**src/rtl/doodle_pkg.sv**
```systemverilog
// doodle_pkg -- shared types and default constants for the doodle physics block.
//   phys_state_t : physics FSM states (IDLE / RUN / DEAD)
//   GS_*         : encodings of the game_state input driven by game control
//   DEF_*        : default physics / timing constants used as parameter defaults
package doodle_pkg;

  typedef enum logic [1:0] {
    IDLE = 2'd0,
    RUN  = 2'd1,
    DEAD = 2'd2
  } phys_state_t;

  localparam logic [1:0] GS_IDLE = 2'd0;
  localparam logic [1:0] GS_RUN  = 2'd1;
  localparam logic [1:0] GS_DEAD = 2'd2;

  localparam int DEF_FPS         = 60;
  localparam int DEF_CLK         = 50_000_000;
  localparam int DEF_EARTH       = 480;
  localparam int DEF_SCREEN_W    = 640;
  localparam int DEF_DOODLE_H    = 70;
  localparam int DEF_START_X     = 290;
  localparam int DEF_START_Y     = 300;
  localparam int DEF_GRAVITY     = 1;
  localparam int DEF_JUMP_V      = -15;
  localparam int DEF_VMAX        = 15;
  localparam int DEF_SCROLL_LINE = 160;

  // Width of the frame divider value seen by the physics block.
  localparam int DEF_CNT_W = $clog2(DEF_CLK / DEF_FPS) + 1;

endpackage

```
**src/rtl/doodle_physics_if.sv**
```systemverilog
// doodle_physics_if -- bundle between game control / collision logic and physics.
//   master : drives fps_counter, delta_x, game_state, plat_hit; reads results
//   slave  : the physics block; reads control inputs, drives doodle_x, doodle_y,
//            vel_y, scroll_dy and the one-cycle upd strobe
interface doodle_physics_if
  import doodle_pkg::*;
#(
  parameter int CNT_W = DEF_CNT_W
);
  logic [CNT_W-1:0] fps_counter;
  logic signed [8:0] delta_x;
  logic [1:0] game_state;
  logic plat_hit;
  logic [9:0] doodle_x;
  logic [9:0] doodle_y;
  logic signed [7:0] vel_y;
  logic [9:0] scroll_dy;
  logic upd;

  modport master (
    output fps_counter, delta_x, game_state, plat_hit,
    input  doodle_x, doodle_y, vel_y, scroll_dy, upd
  );

  modport slave (
    input  fps_counter, delta_x, game_state, plat_hit,
    output doodle_x, doodle_y, vel_y, scroll_dy, upd
  );
endinterface

```
**src/rtl/doodle_wrap_x.sv**
```systemverilog
// doodle_wrap_x -- combinational horizontal step with wrap-around.
//   x     in  10     current sprite left edge (0 .. SCREEN_W-1)
//   dx    in  9 s    signed step, |dx| < SCREEN_W
//   x_out out 10     stepped position folded back into 0 .. SCREEN_W-1
module doodle_wrap_x
  import doodle_pkg::*;
#(
  parameter int SCREEN_W = DEF_SCREEN_W
) (
  input  logic [9:0]        x,
  input  logic signed [8:0] dx,
  output logic [9:0]        x_out
);
  localparam logic signed [10:0] W = 11'(SCREEN_W);

  logic signed [10:0] sum;
  logic signed [10:0] wrapped;

  assign sum = $signed({1'b0, x}) + $signed({{2{dx[8]}}, dx});

  // A single fold is enough because the step is always narrower than the screen.
  always_comb begin
    wrapped = sum;
    if (sum < 11'sd0) begin
      wrapped = sum + W;
    end else if (sum >= W) begin
      wrapped = sum - W;
    end
  end

  assign x_out = wrapped[9:0];
endmodule

```
**src/rtl/doodle_physics.sv**
```systemverilog
// doodle_physics -- per-frame doodle motion (gravity, bounce, wrap, floor/top bound).
//   clk        in   system clock
//   rst        in   synchronous active-low reset
//   bus.slave       fps_counter / delta_x / game_state / plat_hit in,
//                   doodle_x / doodle_y / vel_y / scroll_dy / upd out
// A frame tick is the cycle with fps_counter all ones. The tick edge updates
// vel_y, the following edge updates the position and pulses upd; ticks seen
// while either stage is pending are dropped.
// Build option: define DOODLE_SCROLL_EN to hold the sprite at SCROLL_LINE and
// report the overshoot on scroll_dy instead of stopping it at the top edge.
module doodle_physics
  import doodle_pkg::*;
#(
  parameter int FPS         = DEF_FPS,
  parameter int CLK         = DEF_CLK,
  parameter int EARTH       = DEF_EARTH,
  parameter int SCREEN_W    = DEF_SCREEN_W,
  parameter int DOODLE_H    = DEF_DOODLE_H,
  parameter int START_X     = DEF_START_X,
  parameter int START_Y     = DEF_START_Y,
  parameter int GRAVITY     = DEF_GRAVITY,
  parameter int JUMP_V      = DEF_JUMP_V,
  parameter int VMAX        = DEF_VMAX,
  parameter int SCROLL_LINE = DEF_SCROLL_LINE
) (
  input logic clk,
  input logic rst,
  doodle_physics_if.slave bus
);
`ifdef DOODLE_SCROLL_EN
  localparam bit SCROLL_ON = 1'b1;
`else
  localparam bit SCROLL_ON = 1'b0;
`endif

  localparam int CNT_W = $clog2(CLK / FPS) + 1;
  localparam logic signed [10:0] FLOOR_Y  = 11'(EARTH - DOODLE_H);
  localparam logic signed [10:0] SCROLL_Y = 11'(SCROLL_LINE);
  localparam logic signed [8:0]  VMAX_V   = 9'(VMAX);
  localparam logic signed [8:0]  GRAV_V   = 9'(GRAVITY);
  localparam logic signed [7:0]  JUMP_VEL = 8'(JUMP_V);

  phys_state_t state_reg, state_next;
  logic vel_done_reg;
  logic upd_reg;
  logic [9:0] x_reg, y_reg, scroll_reg;
  logic signed [7:0] vel_reg, vel_next;
  logic signed [8:0] dx_reg;

  logic tick, accept;
  logic signed [8:0] vel_inc;
  logic signed [10:0] y_sum;
  logic [9:0] x_next, y_next, scroll_next;
  logic vel_clr;

  assign tick   = (bus.fps_counter == {CNT_W{1'b1}});
  assign accept = tick && !vel_done_reg && !upd_reg;

  assign vel_inc = $signed({vel_reg[7], vel_reg}) + GRAV_V;

  // Stage 1: next FSM state and velocity from the game_state seen at the tick.
  always_comb begin
    state_next = state_reg;
    vel_next   = vel_reg;
    case (bus.game_state)
      GS_IDLE: begin
        state_next = IDLE;
        vel_next   = '0;
      end
      GS_RUN: begin
        state_next = RUN;
        if (state_reg == IDLE) begin
          vel_next = JUMP_VEL;  // launch frame skips gravity
        end else if (bus.plat_hit && vel_reg > 8'sd0) begin
          vel_next = JUMP_VEL;  // only a falling doodle bounces
        end else if (vel_inc > VMAX_V) begin
          vel_next = VMAX_V[7:0];
        end else begin
          vel_next = vel_inc[7:0];
        end
      end
      default: state_next = DEAD;  // velocity frozen
    endcase
  end

  doodle_wrap_x #(
    .SCREEN_W(SCREEN_W)
  ) u_wrap_x (
    .x    (x_reg),
    .dx   (dx_reg),
    .x_out(x_next)
  );

  // Stage 2: vertical step uses the velocity already committed by stage 1.
  assign y_sum = $signed({1'b0, y_reg}) + $signed({{3{vel_reg[7]}}, vel_reg});

  always_comb begin
    y_next      = y_sum[9:0];
    scroll_next = '0;
    vel_clr     = 1'b0;
    if (y_sum > FLOOR_Y) begin
      y_next = FLOOR_Y[9:0];  // rests on the floor, velocity kept
    end else if (SCROLL_ON && y_sum < SCROLL_Y) begin
      y_next      = SCROLL_Y[9:0];
      scroll_next = 10'(SCROLL_Y - y_sum);
    end else if (!SCROLL_ON && y_sum < 11'sd0) begin
      y_next  = '0;
      vel_clr = 1'b1;
    end
  end

  always_ff @(posedge clk) begin
    if (!rst) begin
      state_reg    <= IDLE;
      vel_done_reg <= 1'b0;
      upd_reg      <= 1'b0;
      x_reg        <= 10'(START_X);
      y_reg        <= 10'(START_Y);
      vel_reg      <= '0;
      scroll_reg   <= '0;
      dx_reg       <= '0;
    end else begin
      vel_done_reg <= 1'b0;
      upd_reg      <= 1'b0;
      if (accept) begin
        state_reg    <= state_next;
        vel_reg      <= vel_next;
        dx_reg       <= bus.delta_x;
        vel_done_reg <= 1'b1;
      end
      // accept and vel_done_reg are mutually exclusive, so vel_reg has one writer per cycle.
      if (vel_done_reg) begin
        upd_reg <= 1'b1;
        case (state_reg)
          IDLE: begin
            x_reg      <= 10'(START_X);
            y_reg      <= 10'(START_Y);
            scroll_reg <= '0;
          end
          RUN: begin
            x_reg      <= x_next;
            y_reg      <= y_next;
            scroll_reg <= scroll_next;
            if (vel_clr) begin
              vel_reg <= '0;
            end
          end
          default: scroll_reg <= '0;
        endcase
      end
    end
  end

  assign bus.doodle_x  = x_reg;
  assign bus.doodle_y  = y_reg;
  assign bus.vel_y     = vel_reg;
  assign bus.scroll_dy = SCROLL_ON ? scroll_reg : '0;
  assign bus.upd       = upd_reg;
endmodule

```
**src/flat_wrapper.sv**
```systemverilog
// flat-port wrapper written by rule: the top's interface ports become plain ports
module doodle_physics_flat import doodle_pkg::*;
#(
  parameter int FPS         = DEF_FPS,
  parameter int CLK         = DEF_CLK,
  parameter int EARTH       = DEF_EARTH,
  parameter int SCREEN_W    = DEF_SCREEN_W,
  parameter int DOODLE_H    = DEF_DOODLE_H,
  parameter int START_X     = DEF_START_X,
  parameter int START_Y     = DEF_START_Y,
  parameter int GRAVITY     = DEF_GRAVITY,
  parameter int JUMP_V      = DEF_JUMP_V,
  parameter int VMAX        = DEF_VMAX,
  parameter int SCROLL_LINE = DEF_SCROLL_LINE
)
  (clk, rst, bus_fps_counter, bus_delta_x, bus_game_state, bus_plat_hit, bus_doodle_x, bus_doodle_y, bus_vel_y, bus_scroll_dy, bus_upd);
  doodle_physics_if bus_i ();
  input logic clk;
  input logic rst;
  input wire logic [$bits(bus_i.fps_counter)-1:0] bus_fps_counter;
  input wire logic [$bits(bus_i.delta_x)-1:0] bus_delta_x;
  input wire logic [$bits(bus_i.game_state)-1:0] bus_game_state;
  input wire logic [$bits(bus_i.plat_hit)-1:0] bus_plat_hit;
  output wire logic [$bits(bus_i.doodle_x)-1:0] bus_doodle_x;
  output wire logic [$bits(bus_i.doodle_y)-1:0] bus_doodle_y;
  output wire logic [$bits(bus_i.vel_y)-1:0] bus_vel_y;
  output wire logic [$bits(bus_i.scroll_dy)-1:0] bus_scroll_dy;
  output wire logic [$bits(bus_i.upd)-1:0] bus_upd;
  assign bus_i.fps_counter = bus_fps_counter;
  assign bus_i.delta_x = bus_delta_x;
  assign bus_i.game_state = bus_game_state;
  assign bus_i.plat_hit = bus_plat_hit;
  assign bus_doodle_x = bus_i.doodle_x;
  assign bus_doodle_y = bus_i.doodle_y;
  assign bus_vel_y = bus_i.vel_y;
  assign bus_scroll_dy = bus_i.scroll_dy;
  assign bus_upd = bus_i.upd;
  doodle_physics #(.FPS(FPS), .CLK(CLK), .EARTH(EARTH), .SCREEN_W(SCREEN_W), .DOODLE_H(DOODLE_H), .START_X(START_X), .START_Y(START_Y), .GRAVITY(GRAVITY), .JUMP_V(JUMP_V), .VMAX(VMAX), .SCROLL_LINE(SCROLL_LINE)) u_core (.clk(clk), .rst(rst), .bus(bus_i));
endmodule
```
**config.mk**
```make
export PLATFORM = sky130hd
export DESIGN_NAME = doodle_physics_flat
export DESIGN_NICKNAME = d
export VERILOG_FILES = /design/src/rtl/doodle_pkg.sv /design/src/rtl/doodle_physics_if.sv /design/src/rtl/doodle_wrap_x.sv /design/src/rtl/doodle_physics.sv /design/src/flat_wrapper.sv
export SDC_FILE = /design/constraint.sdc
export NUM_CORES = 1
export LEC_CHECK = 0
export CORE_MARGIN = 4
export CORE_UTILIZATION = 51
export DETAILED_ROUTE_END_ITERATION = 7
export PLACE_DENSITY = 0.81
export SLEW_MARGIN = 20
export SYNTH_ARGS = -nofsm -noshare
export SYNTH_HDL_FRONTEND = slang
export SYNTH_SLANG_ARGS = --single-unit
```
**constraint.sdc**
```tcl
create_clock -name clk -period 4.11 [get_ports clk]
set_clock_uncertainty 0.05 [all_clocks]
set_input_delay 0.411 -clock clk [delete_from_list [all_inputs] [get_ports clk]]
set_output_delay 0.411 -clock clk [all_outputs]
set_load 0.02 [all_outputs]
```
==> flow_summary.ini, run 1 <==
[synth]
post_synth_design_cell_area_um2 = 3190
async_reset_ff_frac = 0
post_synthesis_mux_area_share = 0.0376
share_of_the_synthesized_area_in_compound_gates_ao_oa_aoi_oai = 0.261
synth-warning-count = 0
synth_seq_cells = 41
combinational_family_with_the_most_area_after_synthesis = compound AO/OA/AOI/OAI gates
synth.yosys.seq_area_share = 0.257
synthesis.instances = 411
synth_area_per_cell_um2 = 7.77
post_synth_num_cell_types = 69
synthXorXnorAreaFrac = 0.0302
synth-simple-area-share = 0.238
dominantRegCellSynth = sky130_fd_sc_hd__dfxtp_1
synth_enable_flop_cells = 0
synth_fa_ha_area_frac = 0.114

[sta]
fin_hold_ws_ps = 429
finalMaxSlewViolations = 0
report.final.setup_viol = 0
achievable-frequency_ghz = 0.277
final_period_utilization = 0.880
timing.final.hold_violations = 0
tightest_slew_ps = 700
totalNegativeSetupSlack_ps = 0
timing.max_slew.rel_slack = 0.530
final_period_minus_worst_setup_slack_ps = 3620
setup_repair_after_global_routing_missed_its_margin = no

[floorplan]
dieArea_um2 = 7590
die_w_um = 87.1
core.rowCount = 28
pin_count = 74
core_um2 = 5990
fp.dieH_um = 87.1
initial_core_util = 0.533

[setup_path]
critPathSlowestCell = sky130_fd_sc_hd__a2111oi_0
setup.worst_path.class = reg -> reg
worst-endpoint-arrival_ps = 3810
timing.critical_path.fanout_max = 10
critPathMaxStageDelay_ps = 480
element_type_at_the_critical_path_end = register
startpoint_type = register
worstPathCellList = ha_1, inv_1, fa_1, nand2b_1, a21oi_1, o21ai_0, nand3_1, o311a_1, inv_1, ha_1, nand2_1, nand2_1, a2111oi_0, a211o_1
worstPathRequired_ps = 4300
setup.reg_to_reg.worst_slack_ps = 490

[routing]
drt_iter0_markers = 254
detail_route.first_pass.iterations = 5
drc = 0
wire_per_inst_um = 14.9
postRouteWirelength_mm = 8.10
ant_nets = 0
vias = 3226
avgViaCountPerCell = 5.92

[clock_network]
number_of_buffers_between_clock_root_and_the_deepest_sink = 2
ctsHoldBuffers = 0
htreeDepth = 2
cts_resized = 0
clock_tree.root_cell = sky130_fd_sc_hd__clkbuf_8
clock_slew_seen_by_the_registers_of_the_worst_setup_and_hold_paths_ps = 80
cts_made_buffers = 5
clkSinkCount = 41
worstSkewPairLatency_ps = 290
tritoncts_clock_tree = yes
setup_bufs_post_cts = 0

[finish]
n_antenna_cell = 0
final_net_count = 532
post_route_cells_drive_above_1_share = 0.0404
growth_of_design_area_from_synthesis_to_finish_pct = 22.8
final_design_area_excluding_fillers_um2 = 3920

[global_route]
grt.overflow.total = 0
initial_antenna_violation_count = 0
wire_length_of_the_first_global_routing_pass_mm = 13.5
grt_pass1_vias = 3002
grt_max_degree = 20
track_usage = 0.216

[placement]
buffer_ports.inserted = 63
postPlaceCellArea_um2 = 3830
detailedPlacementHpwl_mm = 6.40
finalWeightedCongestion = 0.833

[run]
maxCapViolations = 0

[hold_path]
hold_class = reg -> reg

[power_and_ir_drop]
power.density_cell_area_nw_per_um2 = 181
p_leak_nw = 1.62
ir_drop_uv = 171

[status]
outcome = complete, no violations
-- report_power, final --
| group | total, mW | switching [mW] | internal, mW |
|---|---|---|---|
| sequential | 0.397 | 0.000000116 | 0.397 |
| combinational | 0.0538 | 0.0237 | 0.0301 |
| clock | 0.259 | 0.142 | 0.117 |
-- cells in the final DEF (no fill, tap or decap), types with 2 or more instances in the layout --
cell and count:
sky130_fd_sc_hd__a2111oi_0 4, sky130_fd_sc_hd__a211o_1 7, sky130_fd_sc_hd__a211oi_1 8, sky130_fd_sc_hd__a21boi_0 2, sky130_fd_sc_hd__a21o_1 3, sky130_fd_sc_hd__a21oi_1 20, sky130_fd_sc_hd__a22oi_1 6, sky130_fd_sc_hd__a311oi_1 2
sky130_fd_sc_hd__and2_1 3, sky130_fd_sc_hd__clkbuf_8 5, sky130_fd_sc_hd__clkdlybuf4s50_1 63, sky130_fd_sc_hd__clkinv_2 2, sky130_fd_sc_hd__conb_1 10, sky130_fd_sc_hd__dfxtp_1 41, sky130_fd_sc_hd__fa_1 2, sky130_fd_sc_hd__ha_1 26
sky130_fd_sc_hd__inv_1 18, sky130_fd_sc_hd__mux2i_1 12, sky130_fd_sc_hd__nand2_1 41, sky130_fd_sc_hd__nand2b_1 9, sky130_fd_sc_hd__nand3_1 15, sky130_fd_sc_hd__nand3b_1 2, sky130_fd_sc_hd__nand4_1 5, sky130_fd_sc_hd__nand4b_1 2
sky130_fd_sc_hd__nor2_1 49, sky130_fd_sc_hd__nor2b_1 3, sky130_fd_sc_hd__nor3_1 12, sky130_fd_sc_hd__nor3b_1 2, sky130_fd_sc_hd__o2111ai_1 2, sky130_fd_sc_hd__o21a_1 4, sky130_fd_sc_hd__o21ai_0 34, sky130_fd_sc_hd__o21bai_1 2
sky130_fd_sc_hd__o22ai_1 3, sky130_fd_sc_hd__o31ai_1 5, sky130_fd_sc_hd__or4b_1 2, sky130_fd_sc_hd__xnor2_1 5, sky130_fd_sc_hd__xor2_1 6
-- cell usage after synthesis, types with 4 or more instances --
| library cell | n | area (µm²) |
|---|---|---|
| sky130_fd_sc_hd__nand4_1 | 5 | 31.3 |
| sky130_fd_sc_hd__buf_4 | 10 | 75.1 |
| sky130_fd_sc_hd__inv_1 | 18 | 67.6 |
| sky130_fd_sc_hd__nand2b_1 | 9 | 56.3 |
| sky130_fd_sc_hd__a211oi_1 | 8 | 60.1 |
| sky130_fd_sc_hd__xnor2_1 | 5 | 43.8 |
| sky130_fd_sc_hd__a21oi_1 | 20 | 100 |
| sky130_fd_sc_hd__o21a_1 | 4 | 30.0 |
| sky130_fd_sc_hd__nand3_1 | 15 | 75.1 |
| sky130_fd_sc_hd__nor2_1 | 49 | 184 |
| sky130_fd_sc_hd__a2111oi_0 | 4 | 35.0 |
| sky130_fd_sc_hd__mux2i_1 | 12 | 120 |
| sky130_fd_sc_hd__dfxtp_1 | 41 | 821 |
| sky130_fd_sc_hd__nand2_1 | 41 | 154 |
| sky130_fd_sc_hd__xor2_1 | 6 | 52.6 |
| sky130_fd_sc_hd__o21ai_0 | 34 | 170 |
| sky130_fd_sc_hd__a22oi_1 | 6 | 45.0 |
| sky130_fd_sc_hd__nor3_1 | 12 | 60.1 |
| sky130_fd_sc_hd__clkbuf_1 | 8 | 30.0 |
| sky130_fd_sc_hd__ha_1 | 26 | 325 |
| sky130_fd_sc_hd__a211o_1 | 7 | 61.3 |
| sky130_fd_sc_hd__o31ai_1 | 5 | 37.5 |
-- worst max-delay path: cells and delay by family, from the launching register on --
| kind | cells | cell delay (ps) |
|---|---|---|
| buf+inv | 2 | 210 |
| fa+ha+maj | 3 | 880 |
| simple gates | 4 | 570 |
| compound gates | 5 | 1400 |
| flops | 1 | 460 |
-- layer usage --
layer,routed length (µm),global-route usage,vias to the layer above,share of wire
met4,72,0.0572,0,0.0089
met5,0,0,-,0
met1,3550,0.279,1497,0.44
li1,-,-,1610,-
met2,3970,0.372,110,0.49
met3,505,0.0369,9,0.062
-- worst paths after layout --
| kind | start | depth (start not counted) | end |
|---|---|---|---|
| worst max-delay path | u_core.bus.vel_y[0] | 14 | u_core.bus.vel_y[5] |
| worst min-delay path | u_core.bus.doodle_x[0] | 2 | u_core.bus.doodle_x[0] |
| worst max register to register | u_core.bus.vel_y[0] | 14 | u_core.bus.vel_y[5] |
| worst min register to register | u_core.bus.doodle_x[0] | 2 | u_core.bus.doodle_x[0] |
-- through the flow --
step                total power, mW  setup WS (ps)  std cells   util
detailed placement            0.460            545        537  0.640
global route                  0.742            152        545  0.654
CTS                           0.720            525        545  0.654
finish                        0.709            495        545  0.654
floorplan                     0.431            748        420      -
global placement              0.458            703        537  0.640
-- layout make-up --
class	count	area (µm²)
multi-input combinational	338	2210
fill	541	2070
sequential	41	821
timing repair buffer	64	638
tap	75	93.8
inverter	19	71.3
clock buffer	5	68.8
clock inverter	3	17.5
-- kinds of logic after synthesis --
logic type | after synthesis
and+or+nand+nor | 156
buffers and inverters | 41
DFF | 41
muxes | 12
other | 1
AOI/OAI and AO/OA | 121
adders and majority gates | 28
xor gates and xnor gates | 11
(Power assumes the default switching activity.)
==> run 2: changes to the inputs <==
--- a/config.mk
+++ b/config.mk
@@ -10,3 +10,3 @@
 export DETAILED_ROUTE_END_ITERATION = 7
-export PLACE_DENSITY = 0.81
+export PLACE_DENSITY = 0.82
 export SLEW_MARGIN = 20
==> constraint.sdc (replaced) <==
create_clock -name clk -period 4.11 [get_ports clk]
set_clock_uncertainty 0.05 [all_clocks]
set_input_delay 0.822 -clock clk [delete_from_list [all_inputs] [get_ports clk]]
set_output_delay 0.822 -clock clk [all_outputs]
set_load 0.02 [all_outputs]
==> run 2 against run 1 <==
  * Largest cell class unchanged
  * Critical path type unchanged
  * Die area stayed put
  * Global-route usage is 0.15 points higher
  * Utilization is 0.42 points higher
  * Highest routed layer unchanged
  * Power is 8.6% higher
  * Worst hold slack better by 4.4 ps
==> flow_summary.ini, run 2 (synthesized netlist as in run 1, its figures left out) <==
[setup_path]
worstPathCellList = ha_1, inv_1, fa_1, nand2b_1, a21oi_1, o21ai_0, nand3_1, o311a_1, inv_1, ha_1, nand2_1, nand2_1, a2111oi_0, a211o_1
timing.critical_path.fanout_max = 10
worst-endpoint-arrival_ps = 3860
crit_family = compound AO/OA/AOI/OAI gates
element_type_at_the_critical_path_end = register
critical_path_buf_inv_count = 2
critPathMaxStageDelay_ps = 480
startpoint_type = register
critPathSlowestCell = sky130_fd_sc_hd__dfxtp_1
worstPathRequired_ps = 4300
setup.worst_path.class = reg -> reg

[floorplan]
die_w_um = 87.1
core_um2 = 5990
fp.dieH_um = 87.1
dieArea_um2 = 7590
initial_core_util = 0.533
core.rowCount = 28
pin_count = 74

[sta]
timing.final.hold_violations = 0
report.final.setup_viol = 0
totalNegativeSetupSlack_ps = 0
setup_repair_after_global_routing_missed_its_margin = no
finalMaxSlewViolations = 0
timing.max_slew.rel_slack = 0.504
tightest_slew_ps = 739
achievable-frequency_ghz = 0.272
final_period_minus_worst_setup_slack_ps = 3670
final_period_utilization = 0.893

[clock_network]
htreeDepth = 2
tritoncts_clock_tree = yes
setup_bufs_post_cts = 0
cts_resized = 0
clock_tree.root_cell = sky130_fd_sc_hd__clkbuf_8
ctsHoldBuffers = 0
worstSkewPairLatency_ps = 290
clkSinkCount = 41
clock_slew_seen_by_the_registers_of_the_worst_setup_and_hold_paths_ps = 80
cts_made_buffers = 5
number_of_buffers_between_clock_root_and_the_deepest_sink = 2

[routing]
ant_nets = 0
avgViaCountPerCell = 5.85
vias = 3188
detail_route.first_pass.iterations = 4
drt_iter0_markers = 128
drc = 0
wire_per_inst_um = 15.0
postRouteWirelength_mm = 8.19

[hold_path]
hold_class = reg -> reg

[power_and_ir_drop]
clock_power_share = 0.414
seq_power_share = 0.515
combinational_power_share = 0.071
netSwitchingPower_uw = 166
p_leak_nw = 1.64
switching_portion_of_total_power = 0.216
p_int_uw = 604
ir_drop_uv = 140
power.density_cell_area_nw_per_um2 = 195

[finish]
final_common_cell = sky130_fd_sc_hd__clkdlybuf4s50_1
n_antenna_cell = 0
final_design_area_excluding_fillers_um2 = 3950
final_cells = 545
final_net_count = 533
post_route_cells_drive_above_1_share = 0.0404
final_cell_mix = sky130_fd_sc_hd__clkdlybuf4s50_1 (63), sky130_fd_sc_hd__nor2_1 (49), sky130_fd_sc_hd__nand2_1 (41), sky130_fd_sc_hd__dfxtp_1 (41), sky130_fd_sc_hd__o21ai_0 (34)
growth_of_design_area_from_synthesis_to_finish_pct = 23.6

[global_route]
track_usage = 0.218
grt_pass1_vias = 2920
initial_antenna_violation_count = 0
wire_length_of_the_first_global_routing_pass_mm = 13.4
grt.overflow.total = 0
grt_max_degree = 18

[placement]
buffer_ports.inserted = 63
place_inst = 538
finalWeightedCongestion = 0.870
postPlaceCellArea_um2 = 3840
detailedPlacementHpwl_mm = 6.41

[run]
maxCapViolations = 0

[status]
outcome = complete, no violations
==> run 2: cell types whose count changed in the layout (fill, tap and decap cells not counted), sizes merged <==
cell	previous run	this run
bufinv	0	1
clkinv	3	2
clkinvlp	1	0
buf	1	2
==> run 2: layout make-up <==
class                      count  area [µm²]
clock buffer                   5        68.8
clock inverter                 2        35.0
fill                         519        2050
inverter                      19        71.3
multi-input combinational    338        2210
sequential                    41         821
tap                           75        93.8
timing repair buffer          65         646
==> run 2: power groups by stage <==
stage	Clock, mW	Sequential (mW)	Combinational (mW)
after global placement	0	0.406	0.0532
after detailed placement	0	0.406	0.0539
after CTS	0.325	0.397	0.0541
after floorplan	0	0.406	0.0248
after global routing	0.344	0.397	0.0580
final	0.319	0.397	0.0545
==> run 2: worst register-to-register path, cell delays in order, from the launching register on <==
cell and delay, ps:
sky130_fd_sc_hd__dfxtp_1 480, sky130_fd_sc_hd__ha_1 270, sky130_fd_sc_hd__inv_1 70, sky130_fd_sc_hd__fa_1 410, sky130_fd_sc_hd__nand2b_1 200, sky130_fd_sc_hd__a21oi_1 190
sky130_fd_sc_hd__o21ai_0 200, sky130_fd_sc_hd__nand3_1 130, sky130_fd_sc_hd__o311a_1 400, sky130_fd_sc_hd__inv_1 140, sky130_fd_sc_hd__ha_1 240, sky130_fd_sc_hd__nand2_1 60
sky130_fd_sc_hd__nand2_1 190, sky130_fd_sc_hd__a2111oi_0 430, sky130_fd_sc_hd__a211o_1 170
==> run 2: path summary, 6_finish.rpt <==
check        slack [ps]  depth (start not counted)                     end              startpoint
max                 440                         14     u_core.bus.vel_y[5]     u_core.bus.vel_y[0]
max reg2reg         440                         14     u_core.bus.vel_y[5]     u_core.bus.vel_y[0]
min reg2reg         430                          2  u_core.bus.doodle_x[0]  u_core.bus.doodle_x[0]
min                 430                          2  u_core.bus.doodle_x[0]  u_core.bus.doodle_x[0]
==> run 2: metal layers <==
metal  GRT usage  wire length [µm]  vias up
li1            -                 -     1620
met1       0.275              3630     1486
met2       0.391              4130       73
met3      0.0341               360        9
met4      0.0432                72        0
met5           0                 0        -
==> run 2: per-stage QoR <==
step / power, mW / worst slack, ps / util / hold WS (ps)
finish: 0.770 / 438 / 0.659 / 434
floorplan: 0.431 / 748 / - / 408
global route: 0.799 / 72.9 / 0.659 / 462
detailed placement: 0.460 / 522 / 0.641 / 430
global placement: 0.459 / 701 / 0.641 / 416
CTS: 0.776 / 457 / 0.659 / 442
==> run 3: changes to the inputs <==
- PLACE_DENSITY: 0.82 -> 0.81
==> run 3 against run 2 <==
  * Final cell count did not move
  * Fmax decreased by 0.82%
  * Final area increased by 0.22%
  * Largest power group unchanged
  * Highest routed layer unchanged
==> flow_summary.ini, run 3 (synthesized netlist as in run 1, its figures left out) <==
[global_route]
wire_length_of_the_first_global_routing_pass_mm = 13.7
grt_pass1_vias = 3033
initial_antenna_violation_count = 0
grt.overflow.total = 0
grt_max_degree = 20
track_usage = 0.222

[clock_network]
cts_made_buffers = 5
number_of_buffers_between_clock_root_and_the_deepest_sink = 2
clock_tree.root_cell = sky130_fd_sc_hd__clkbuf_8
setup_bufs_post_cts = 0
clkSinkCount = 41
clock_slew_seen_by_the_registers_of_the_worst_setup_and_hold_paths_ps = 80
cts_resized = 0
worstSkewPairLatency_ps = 300
tritoncts_clock_tree = yes
htreeDepth = 2
ctsHoldBuffers = 0

[placement]
detailedPlacementHpwl_mm = 6.44
place_ws_ps = 480
finalWeightedCongestion = 0.863
buffer_ports.inserted = 63

[run]
maxCapViolations = 0

[setup_path]
crit-reg2reg-launch = u_core.bus.vel_y[0]
element_type_at_the_critical_path_end = register
worstPathCellList = ha_1, inv_1, fa_1, nand2b_1, a21oi_1, o21ai_0, nand3_1, o311a_1, inv_1, ha_1, nand2_1, nand2_1, a2111oi_0, a211o_1
startpoint_type = register
worst-endpoint-arrival_ps = 3900
critical_path_buf_inv_count = 2
timing.critical_path.fanout_max = 10
setup.worst_path.class = reg -> reg
worstPathRequired_ps = 4310
crit_family = compound AO/OA/AOI/OAI gates
startpoint = u_core.bus.vel_y[0]
critPathSlowestCell = sky130_fd_sc_hd__dfxtp_1
critPathMaxStageDelay_ps = 470

[sta]
final_period_minus_worst_setup_slack_ps = 3700
totalNegativeSetupSlack_ps = 0
fin_ws_ps = 407
final_period_utilization = 0.901
tightest_slew_ps = 694
setup_repair_after_global_routing_missed_its_margin = no
timing.final.hold_violations = 0
achievable-frequency_ghz = 0.270
finalMaxSlewViolations = 0
timing.max_slew.rel_slack = 0.534
report.final.setup_viol = 0

[finish]
final_net_count = 532
n_antenna_cell = 0
final_cell_mix = sky130_fd_sc_hd__clkdlybuf4s50_1 (63), sky130_fd_sc_hd__nor2_1 (49), sky130_fd_sc_hd__nand2_1 (41), sky130_fd_sc_hd__dfxtp_1 (41), sky130_fd_sc_hd__o21ai_0 (34)
growth_of_design_area_from_synthesis_to_finish_pct = 23.9
final_common_cell = sky130_fd_sc_hd__clkdlybuf4s50_1
post_route_cells_drive_above_1_share = 0.0404

[routing]
drt_iter0_markers = 201
wire_per_inst_um = 15.2
postRouteWirelength_mm = 8.29
drc = 0
vias = 3250
ant_nets = 0
detail_route.first_pass.iterations = 5
avgViaCountPerCell = 5.96

[floorplan]
pin_count = 74
initial_core_util = 0.533
dieArea_um2 = 7590
core_um2 = 5990
core.rowCount = 28
fp.dieH_um = 87.1
die_w_um = 87.1

[hold_path]
hold_path.startpoint = u_core.bus.doodle_x[0]
hold_class = reg -> reg

[power_and_ir_drop]
ir_drop_uv = 172
power.density_cell_area_nw_per_um2 = 200
p_leak_nw = 1.64

[status]
outcome = complete, no violations
[run 3: final timing paths]
path | end | slack [ps] | depth (start not counted)
worst min-delay path | u_core.bus.doodle_x[0] | 430 | 2
worst max-delay path | u_core.bus.vel_y[5] | 410 | 14
worst max register to register | u_core.bus.vel_y[5] | 410 | 14
worst min register to register | u_core.bus.doodle_x[0] | 430 | 2
[run 3: area by class of cell]
cell class	instances	area (µm²)
tap	75	93.8
clock inverter	2	37.5
clock buffer	6	82.6
inverter	19	71.3
multi-input combinational	338	2210
sequential	41	821
timing repair buffer	64	638
fill	541	2040
[run 3: per-layer routing]
| metal | vias to the layer above | share of wire | track usage |
|---|---|---|---|
| met5 | - | 0 | 0 |
| met4 | 0 | 0.013 | 0.0669 |
| met3 | 11 | 0.062 | 0.0312 |
| met2 | 116 | 0.49 | 0.391 |
| met1 | 1516 | 0.43 | 0.278 |
| li1 | 1607 | - | - |
[run 3: tightest hold or removal path: stages, from the launching register on]
cell                      delay (ps)
sky130_fd_sc_hd__dfxtp_1         330
sky130_fd_sc_hd__nand2_1          60
sky130_fd_sc_hd__a21oi_1          50
[run 3: report_power, final]
| part | internal [mW] | switching, mW |
|---|---|---|
| clock network | 0.198 | 0.144 |
| logic | 0.0301 | 0.0233 |
| registers | 0.397 | 0.000000115 |
[run 3: metrics by stage]
stage	cell area [µm²]	cells	utilization	total power [mW]	hold slack, ps
after global routing	3950	545	0.660	0.823	467
after CTS	3950	545	0.660	0.797	439
after floorplan	3230	420	-	0.431	408
final	3950	545	0.660	0.792	433
after detailed placement	3830	537	0.640	0.459	427
after global placement	3830	537	0.640	0.458	421
